===== src/rtl/cpu_bus_master_pkg.sv =====
// Shared types and helpers for the cartridge CPU bus initiator.
package cpu_bus_master_pkg;

    typedef enum logic {
        PH_LO = 1'b0,
        PH_HI = 1'b1
    } bus_phase_t;

    typedef struct packed {
        logic        rw;
        logic [15:0] addr;
        logic [7:0]  dat;
    } bus_req_t;

    typedef struct packed {
        logic       valid;
        logic [7:0] rdat;
    } bus_rsp_t;

    // Width of the phase counter: enough to hold max(t_lo, t_hi)-1.
    function automatic int unsigned cnt_width(input int unsigned t_lo, input int unsigned t_hi);
        int unsigned m;
        m = (t_lo > t_hi) ? t_lo : t_hi;
        return (m < 2) ? 1 : $clog2(m);
    endfunction

endpackage


===== src/rtl/cpu_bus_master_m2_phase_gen.sv =====
// M2 phase generator: LO/HI phase counter, registered m2 and M2 rise counter.
module m2_phase_gen
    import cpu_bus_master_pkg::*;
#(
    parameter int unsigned T_LO  = 14,
    parameter int unsigned T_HI  = 14,
    parameter int unsigned CNT_W = 4
) (
    input  logic        clk,
    input  logic        map_rst,
    output logic        m2,
    output logic [31:0] cyc_cnt,
    output logic        lo_start_c,
    output logic        lo_last_c,
    output logic        hi_last_c
);

    bus_phase_t       phase_q, phase_d;
    logic [CNT_W-1:0] cnt_q, cnt_d;
    logic             m2_q, m2_d;
    logic [31:0]      cyc_cnt_q, cyc_cnt_d;

    always_comb begin
        phase_d   = phase_q;
        cnt_d     = cnt_q + CNT_W'(1);
        cyc_cnt_d = cyc_cnt_q;
        case (phase_q)
            PH_LO: begin
                if (cnt_q == CNT_W'(T_LO - 1)) begin
                    phase_d   = PH_HI;
                    cnt_d     = '0;
                    cyc_cnt_d = cyc_cnt_q + 32'd1;
                end
            end
            PH_HI: begin
                if (cnt_q == CNT_W'(T_HI - 1)) begin
                    phase_d = PH_LO;
                    cnt_d   = '0;
                end
            end
            default: begin
                phase_d = PH_LO;
                cnt_d   = '0;
            end
        endcase
        m2_d = (phase_d == PH_HI);
    end

    always_ff @(posedge clk) begin
        if (map_rst) begin
            phase_q   <= PH_LO;
            cnt_q     <= '0;
            m2_q      <= 1'b0;
            cyc_cnt_q <= 32'd0;
        end else begin
            phase_q   <= phase_d;
            cnt_q     <= cnt_d;
            m2_q      <= m2_d;
            cyc_cnt_q <= cyc_cnt_d;
        end
    end

    assign m2         = m2_q;
    assign cyc_cnt    = cyc_cnt_q;
    assign lo_start_c = (phase_q == PH_LO) && (cnt_q == '0);
    assign lo_last_c  = (phase_q == PH_LO) && (cnt_q == CNT_W'(T_LO - 1));
    assign hi_last_c  = (phase_q == PH_HI) && (cnt_q == CNT_W'(T_HI - 1));

endmodule


===== src/rtl/cpu_bus_master.sv =====
// Cartridge CPU bus initiator: one request per M2 cycle, idle reads otherwise.
module cpu_bus_master
    import cpu_bus_master_pkg::*;
#(
    parameter int unsigned T_LO      = 14,
    parameter int unsigned T_HI      = 14,
    parameter logic [15:0] IDLE_ADDR = 16'hFFFF
) (
    input  logic        clk,
    input  logic        map_rst,
    input  logic        req_valid,
    output logic        req_ready,
    input  logic        req_rw,
    input  logic [15:0] req_addr,
    input  logic [7:0]  req_wdat,
    output logic        rsp_valid,
    output logic [7:0]  rsp_rdat,
    output logic        m2,
    output logic [15:0] cpu_addr,
    output logic        cpu_rw,
    output logic [7:0]  cpu_dat_out,
    output logic        cpu_dat_oe,
    input  logic [7:0]  cpu_dat_in,
    output logic [31:0] cyc_cnt
);

    localparam int unsigned CNT_W    = cnt_width(T_LO, T_HI);
    localparam bus_req_t    IDLE_BUS = '{rw: 1'b1, addr: IDLE_ADDR, dat: 8'h00};

    logic     lo_start_c, lo_last_c, hi_last_c;
    logic     hs_c;
    bus_req_t bus_q, bus_d;
    logic     busy_q, busy_d;
    logic     oe_q, oe_d;
    bus_rsp_t rsp_q, rsp_d;

    m2_phase_gen #(
        .T_LO  (T_LO),
        .T_HI  (T_HI),
        .CNT_W (CNT_W)
    ) u_phase (
        .clk        (clk),
        .map_rst    (map_rst),
        .m2         (m2),
        .cyc_cnt    (cyc_cnt),
        .lo_start_c (lo_start_c),
        .lo_last_c  (lo_last_c),
        .hi_last_c  (hi_last_c)
    );

    assign req_ready = lo_start_c & ~map_rst;
    assign hs_c      = req_valid & req_ready;

    // Bus update on the first LO clk; driver enable tracks the write data phase.
    always_comb begin
        bus_d        = bus_q;
        busy_d       = busy_q;
        oe_d         = oe_q;
        rsp_d.valid  = 1'b0;
        rsp_d.rdat   = rsp_q.rdat;
        if (lo_start_c) begin
            oe_d = 1'b0;
            if (hs_c) begin
                bus_d  = '{rw: req_rw, addr: req_addr, dat: req_wdat};
                busy_d = 1'b1;
            end else begin
                bus_d  = IDLE_BUS;
                busy_d = 1'b0;
            end
        end
        if (lo_last_c && busy_q && !bus_q.rw) begin
            oe_d = 1'b1;
        end
        // Completion lands on the clk where m2 falls.
        if (hi_last_c && busy_q) begin
            rsp_d.valid = 1'b1;
            rsp_d.rdat  = bus_q.rw ? cpu_dat_in : 8'h00;
            busy_d      = 1'b0;
        end
    end

    always_ff @(posedge clk) begin
        if (map_rst) begin
            bus_q  <= IDLE_BUS;
            busy_q <= 1'b0;
            oe_q   <= 1'b0;
            rsp_q  <= '0;
        end else begin
            bus_q  <= bus_d;
            busy_q <= busy_d;
            oe_q   <= oe_d;
            rsp_q  <= rsp_d;
        end
    end

    assign cpu_addr    = bus_q.addr;
    assign cpu_rw      = bus_q.rw;
    assign cpu_dat_out = bus_q.dat;
    assign cpu_dat_oe  = oe_q;
    assign rsp_valid   = rsp_q.valid;
    assign rsp_rdat    = rsp_q.rdat;

endmodule

===== config.mk =====
export PLATFORM = sky130hd
export DESIGN_NAME = cpu_bus_master
export DESIGN_NICKNAME = d
export VERILOG_FILES = /design/src/rtl/cpu_bus_master_pkg.sv /design/src/rtl/cpu_bus_master_m2_phase_gen.sv /design/src/rtl/cpu_bus_master.sv
export SDC_FILE = /design/constraint.sdc
export NUM_CORES = 1
export LEC_CHECK = 0
export CORE_ASPECT_RATIO = 1.75
export CORE_UTILIZATION = 49
export CTS_CLUSTER_DIAMETER = 60
export DETAILED_ROUTE_END_ITERATION = 8
export PLACE_DENSITY = 0.94
export SLEW_MARGIN = 15
export SYNTH_ARGS = -nofsm -noshare
export SYNTH_HDL_FRONTEND = slang
export SYNTH_SLANG_ARGS = --single-unit

===== constraint.sdc =====
create_clock -name clk -period 5 [get_ports clk]
set_input_delay 0.75 -clock clk [delete_from_list [all_inputs] [get_ports clk]]
set_output_delay 0.75 -clock clk [all_outputs]
set_load 0.05 [all_outputs]

=== Word-level counts from Yosys, hierarchy flattened ===
Cells that the tools add are included.

* Bits in registers: 73
* Bits in latches: 0
* Memory bits (writable): 0
* ROM bits: 0
* Bits of input ports: 36
* Output and inout port bits: 69
* Word-level logic and storage cells: 38
* Memories: 0

* $add $sub $neg: 2
* Multipliers: 0
* Divide/modulo/power cells: 0
* Order comparisons: 0
* Equal/unequal tests: 1
* Shift operators: 0
* Mux-type cells: 9
* Bitwise operators: 4
* Reductions and logical operators: 12

{| class="wikitable"
|+ Operator list
! cell !! number
|-
| adder 32 x 1 -> 32 bit (second input constant) || 1
|-
| 2-to-1 mux 25 bit || 1
|-
| 2-to-1 mux 9 bit || 1
|-
| 2-to-1 mux 8 bit || 1
|-
| logical AND 1 bit || 6
|-
| 2-to-1 mux 1 bit || 5
|-
| adder 4 x 1 -> 4 bit (second input constant) || 1
|-
| equality test 4 bit (second input constant) || 1
|-
| zero test 4 bit || 1
|-
| OR reduction 2 bit || 2
|-
| bitwise AND 1 bit || 2
|-
| NOT 1 bit || 2
|-
| one-hot mux 1 bit (2 select lines) || 1
|-
| AND reduction 2 bit || 1
|-
| nonzero test 2 bit || 1
|-
| zero test 1 bit || 1
|}

=== Depth between registers and ports, before layout ===
* Depth in word-level cells: 5
* Mapped depth: 10
* Depth with buffers taken out: 8

=== Hierarchy ===
From an unflattened synthesis, not the netlist that was laid out.

* Cell total of the unflattened synthesis: 364
* Area, all modules: 3337.0 sq um

{| class="wikitable"
|+ Modules (own cells, without submodules)
! module !! times used !! cells each !! area each (sq um) !! sequential area each (sq um)
|-
| m2_phase_gen || 1 || 204 || 1799.2 || 740.7
|-
| cpu_bus_master || 1 || 160 || 1537.7 || 720.7
|}

=== Least setup slack after synthesis ===
OpenSTA, ideal clock, no wires.

* Path kind: input-to-output
* Start point: in map_rst
* End point: out req_ready
* Arrival: 1.784 ns
* Required time: 4.250 ns
* Setup slack: 2.466 ns
* Stages on the path: 3
* Path buffers: 2
* Cell sequence: clkbuf_1 clkbuf_1 nor2_1

* Word-level cells in the longest chain between the ends: 2

{| class="wikitable"
|+ Ends and longest elaborated chain
! item !! RTL line !! source
|-
| start, declared || cpu_bus_master.sv:10 || <nowiki>input logic map_rst,</nowiki>
|-
| NOT 1 bit || cpu_bus_master.sv:51 || <nowiki>assign req_ready = lo_start_c & ~map_rst;</nowiki>
|-
| bitwise AND 1 bit || cpu_bus_master.sv:51 ||
|-
| end, declared || cpu_bus_master.sv:12 || <nowiki>output logic req_ready,</nowiki>
|}

Every way passes these cells.

=== Worst setup path in the final report ===
* Start point: reg u_phase.cnt_q[0]
* End point: out req_ready

* Word-level cells in the longest chain between the ends: 3

{| class="wikitable"
|+ Ends and longest elaborated chain
! item !! RTL line !! source
|-
| start, declared || cpu_bus_master_m2_phase_gen.sv:19 || <nowiki>logic [CNT_W-1:0] cnt_q, cnt_d;</nowiki>
|-
| start signal, assigned || cpu_bus_master_m2_phase_gen.sv:57 || <nowiki>cnt_q <= cnt_d;</nowiki>
|-
| zero test 4 bit || cpu_bus_master_m2_phase_gen.sv:65 || <nowiki>assign lo_start_c = (phase_q == PH_LO) && (cnt_q == '0);</nowiki>
|-
| logical AND 1 bit || cpu_bus_master_m2_phase_gen.sv:65 ||
|-
| bitwise AND 1 bit || cpu_bus_master.sv:51 ||
|}

Every way passes these cells.

==> out/qor.txt <==
synthesized cell area: 3150 sq um
Vias/cell: 5.62
Fillers: 468
clock sinks: 73
switching power: 306 uW
post-route ant nets: 0
CP max stage delay: 830 ps
first-pass GRT wire length: 12800 microns
Max stage delay cell, worst path: clkdlybuf4s50_1
LEAKAGE: 0.00143 uW
final setup TNS: 0 ps
total detailed-routing wirelength: 7970 microns
DR DRC count: 0
CP Cell Sequence: inv_1 -> ha_1 -> nand3_1 -> nor2_1 -> clkdlybuf4s50_1
n_diodes: 0
WP data arrival: 2350 ps
CTS clk-pin slew, worst paths: 60 ps
DP HPWL: 5550 microns
Power Density: 269 nW/um^2
DR vias: 3047
Crit Path Class: reg -> out
FMAX: 322 MHz
fin crit period: 3100 ps
outcome: finished, final reports clean
Skew-Pair Late Insertion Delay: 350 ps
die extent in x: 62.6 microns
post-detailed-route wirelength per cell: 14.7 microns
hold_buf cts: 0
final design utilization: 0.705
Adder-Cell Fraction of Synth Area: 0.0238
Clock Path Buffers: 2
Clk network pwr share: 0.340
core outline area: 6180 sq um
nets: 501
Seq cells post-synth: 73
post-CTS setup buffer count: 0
Worst Tran Pin Value: 898 ps
Compound-Gate Fraction of Synth Area: 0.133
area delta synth->final: 38.3%
GRT Overall Usage: 0.245
Hold Violations, Final: 0
number of global-route vias before repair: 2783
gr ovfl total: 0
Placer Congestion: 0.782
Synthesized Nets: 410
main combinational cell family by area after synthesis: simple AND/OR/NAND/NOR gates
CTS tree: built
RSZ-0062 raised after global routing: false
Final Cycle Share: 0.620
clock root buffer: clkbuf_8
DIE AREA: 6770 sq um
initial core utilization: 0.510
post-synthesis cell count: 368
Worst Skew: 3.39 ps
max_cap viols: 0
Yosys cell types: 30
Die H: 108 microns
Detailed Route Iter0 Violations: 158
IR drop worst, VDD: 0.169 mV
Ys Warns: 0
CP required: 4250 ps
multiplexer area fraction after synthesis: 0.00318
Comb power frac: 0.141
number of gates resized after CTS: 0
fraction of layout cells with a size suffix above 1: 0.0411
I/O pin cnt: 105
Tot Pwr: 1170 uW
sequential area share after synthesis: 0.464
CTS buffer count: 9
part of the power in registers: 0.519
initial antenna violation count: 0
drt first pass iters: 4
# setup viols final: 0
mean post-synth cell area: 8.56 sq um
Critical Path Fanout Max: 11
Slew Viols, Final: 0
switching part of the total: 0.261
htree depth: 3
internal power: 866 uW
port bufs: 104
largest net degree at the start of global routing: 73
xor/xnor share of the synthesized area: 0.0334
CP startpoint kind: register
Max-slew headroom: 0.399
row count: 38
post-synthesis simple-gate area fraction: 0.298
critical path capture point type: primary output
worst min-delay path category: reg -> reg
[cell usage in the layout, fill, tap and decap left out]
| master | instances |
|---|---|
| or4_4 | 1 |
| nand4_2 | 2 |
| or4_1 | 16 |
| a21oi_1 | 39 |
| clkbuf_8 | 11 |
| xor2_1 | 4 |
| and2_1 | 2 |
| nand4_1 | 8 |
| and3_1 | 2 |
| buf_4 | 2 |
| o21ai_0 | 24 |
| ha_1 | 6 |
| buf_2 | 1 |
| nand2_1 | 32 |
| nand3b_1 | 17 |
| nor3_1 | 2 |
| xnor2_1 | 8 |
| o31ai_1 | 14 |
| nor2_1 | 23 |
| and4_1 | 4 |
| mux2i_1 | 1 |
| nand3_1 | 25 |
| nand2b_1 | 17 |
| clkdlybuf4s50_1 | 103 |
| dfxtp_1 | 73 |
| or3_1 | 8 |
| or2_2 | 1 |
| inv_1 | 7 |
| clkbuf_1 | 3 |
| nor4b_2 | 1 |
| nor4_1 | 5 |
[synth_stat cells, drive strengths merged]
cell	count	area (sq um)
or4	17	131
o21ai	24	120
nand3b	17	128
nand3	25	125
nand4	10	75.1
nand2b	17	106
dfxtp	73	1460
ha	6	75.1
or3	8	50.1
nand2	32	120
or2	1	6.26
nor4	5	31.3
nor2	23	86.3
buf	4	31.3
nor4b	1	8.76
xor2	4	35.0
xnor2	8	70.1
nor3	2	10.0
and4	4	35.0
clkbuf	22	82.6
mux2i	1	10.0
inv	7	26.3
o31ai	14	105
and2	2	12.5
a21oi	39	195
and3	2	12.5
[power by group through the flow]
| stage | registers [uW] | logic [uW] | clock network [uW] |
|---|---|---|---|
| floorplan | 661 | 59.8 | 0 |
| global placement | 619 | 162 | 0 |
| detailed placement | 621 | 165 | 0 |
| CTS | 607 | 166 | 409 |
| global route | 609 | 177 | 434 |
| finish | 608 | 165 | 398 |
[final timing paths]
check	slack (ps)	start	to	cells after the start
setup / recovery	1900	u_phase.cnt_q[0]$_SDFF_PP0_	req_ready	5
hold / removal	450	cpu_dat_out[1]$_SDFFE_PP0P_	cpu_dat_out[1]$_SDFFE_PP0P_	2
hold reg to reg	450	cpu_dat_out[1]$_SDFFE_PP0P_	cpu_dat_out[1]$_SDFFE_PP0P_	2
setup reg to reg	2260	u_phase.cnt_q[0]$_SDFF_PP0_	u_phase.cyc_cnt[29]$_SDFFE_PP0P_	7
[logic make-up after synthesis]
family | count (synthesis)
AOI/OAI and AO/OA | 77
xor gates and xnor gates | 12
adders and majority gates | 6
buffers and inverters | 33
DFF | 73
muxes | 1
and+or+nand+nor | 166
[layout make-up]
class | instances | area (sq um) | area share
multi-input cells | 262 | 1560 | 0.357
flip-flops and latches | 73 | 1460 | 0.335
repair buffers | 106 | 1050 | 0.241
clock buffers | 14 | 163 | 0.0373
well taps | 80 | 100 | 0.0230
inverters | 7 | 26.3 | 0.00603
[critical path: cells and delay by family (launching register included)]
kind	cells	cell delay, ps
flip-flops	1	350
adder cells (fa/ha/maj)	1	170
buffers and inverters	2	910
AND/OR/NAND/NOR	2	570
[state kept, by name (all words and copies together) (netlist names)]
name,flops
cpu_dat_out,8
cpu_dat_oe,1
u_phase.cyc_cnt,32
cpu_rw,1
busy_q,1
cpu_addr,16
rsp_rdat,8
u_phase.m2,1
u_phase.cnt_q,4
rsp_valid,1
[layer usage]
metal | GRT usage | up-vias | wire length [microns] | part of all wire
met4 | 0.140 | 0 | 266 | 0.033
li1 | - | 1497 | - | -
met2 | 0.447 | 112 | 4270 | 0.54
met3 | 0.0601 | 20 | 411 | 0.052
met1 | 0.252 | 1418 | 3030 | 0.38
met5 | 0 | - | 0 | 0
[through the flow]
step                hold slack [ps]  area, sq um  setup slack, ps  cells
finish                          451         4360             1900    542
global route                    471         4360             1770    542
CTS                             452         4360             1900    542
global placement                437         4190             2060    528
detailed placement              442         4190             2020    528
floorplan                       444         3150             2470    368
Power figures use the tool's default switching activity.
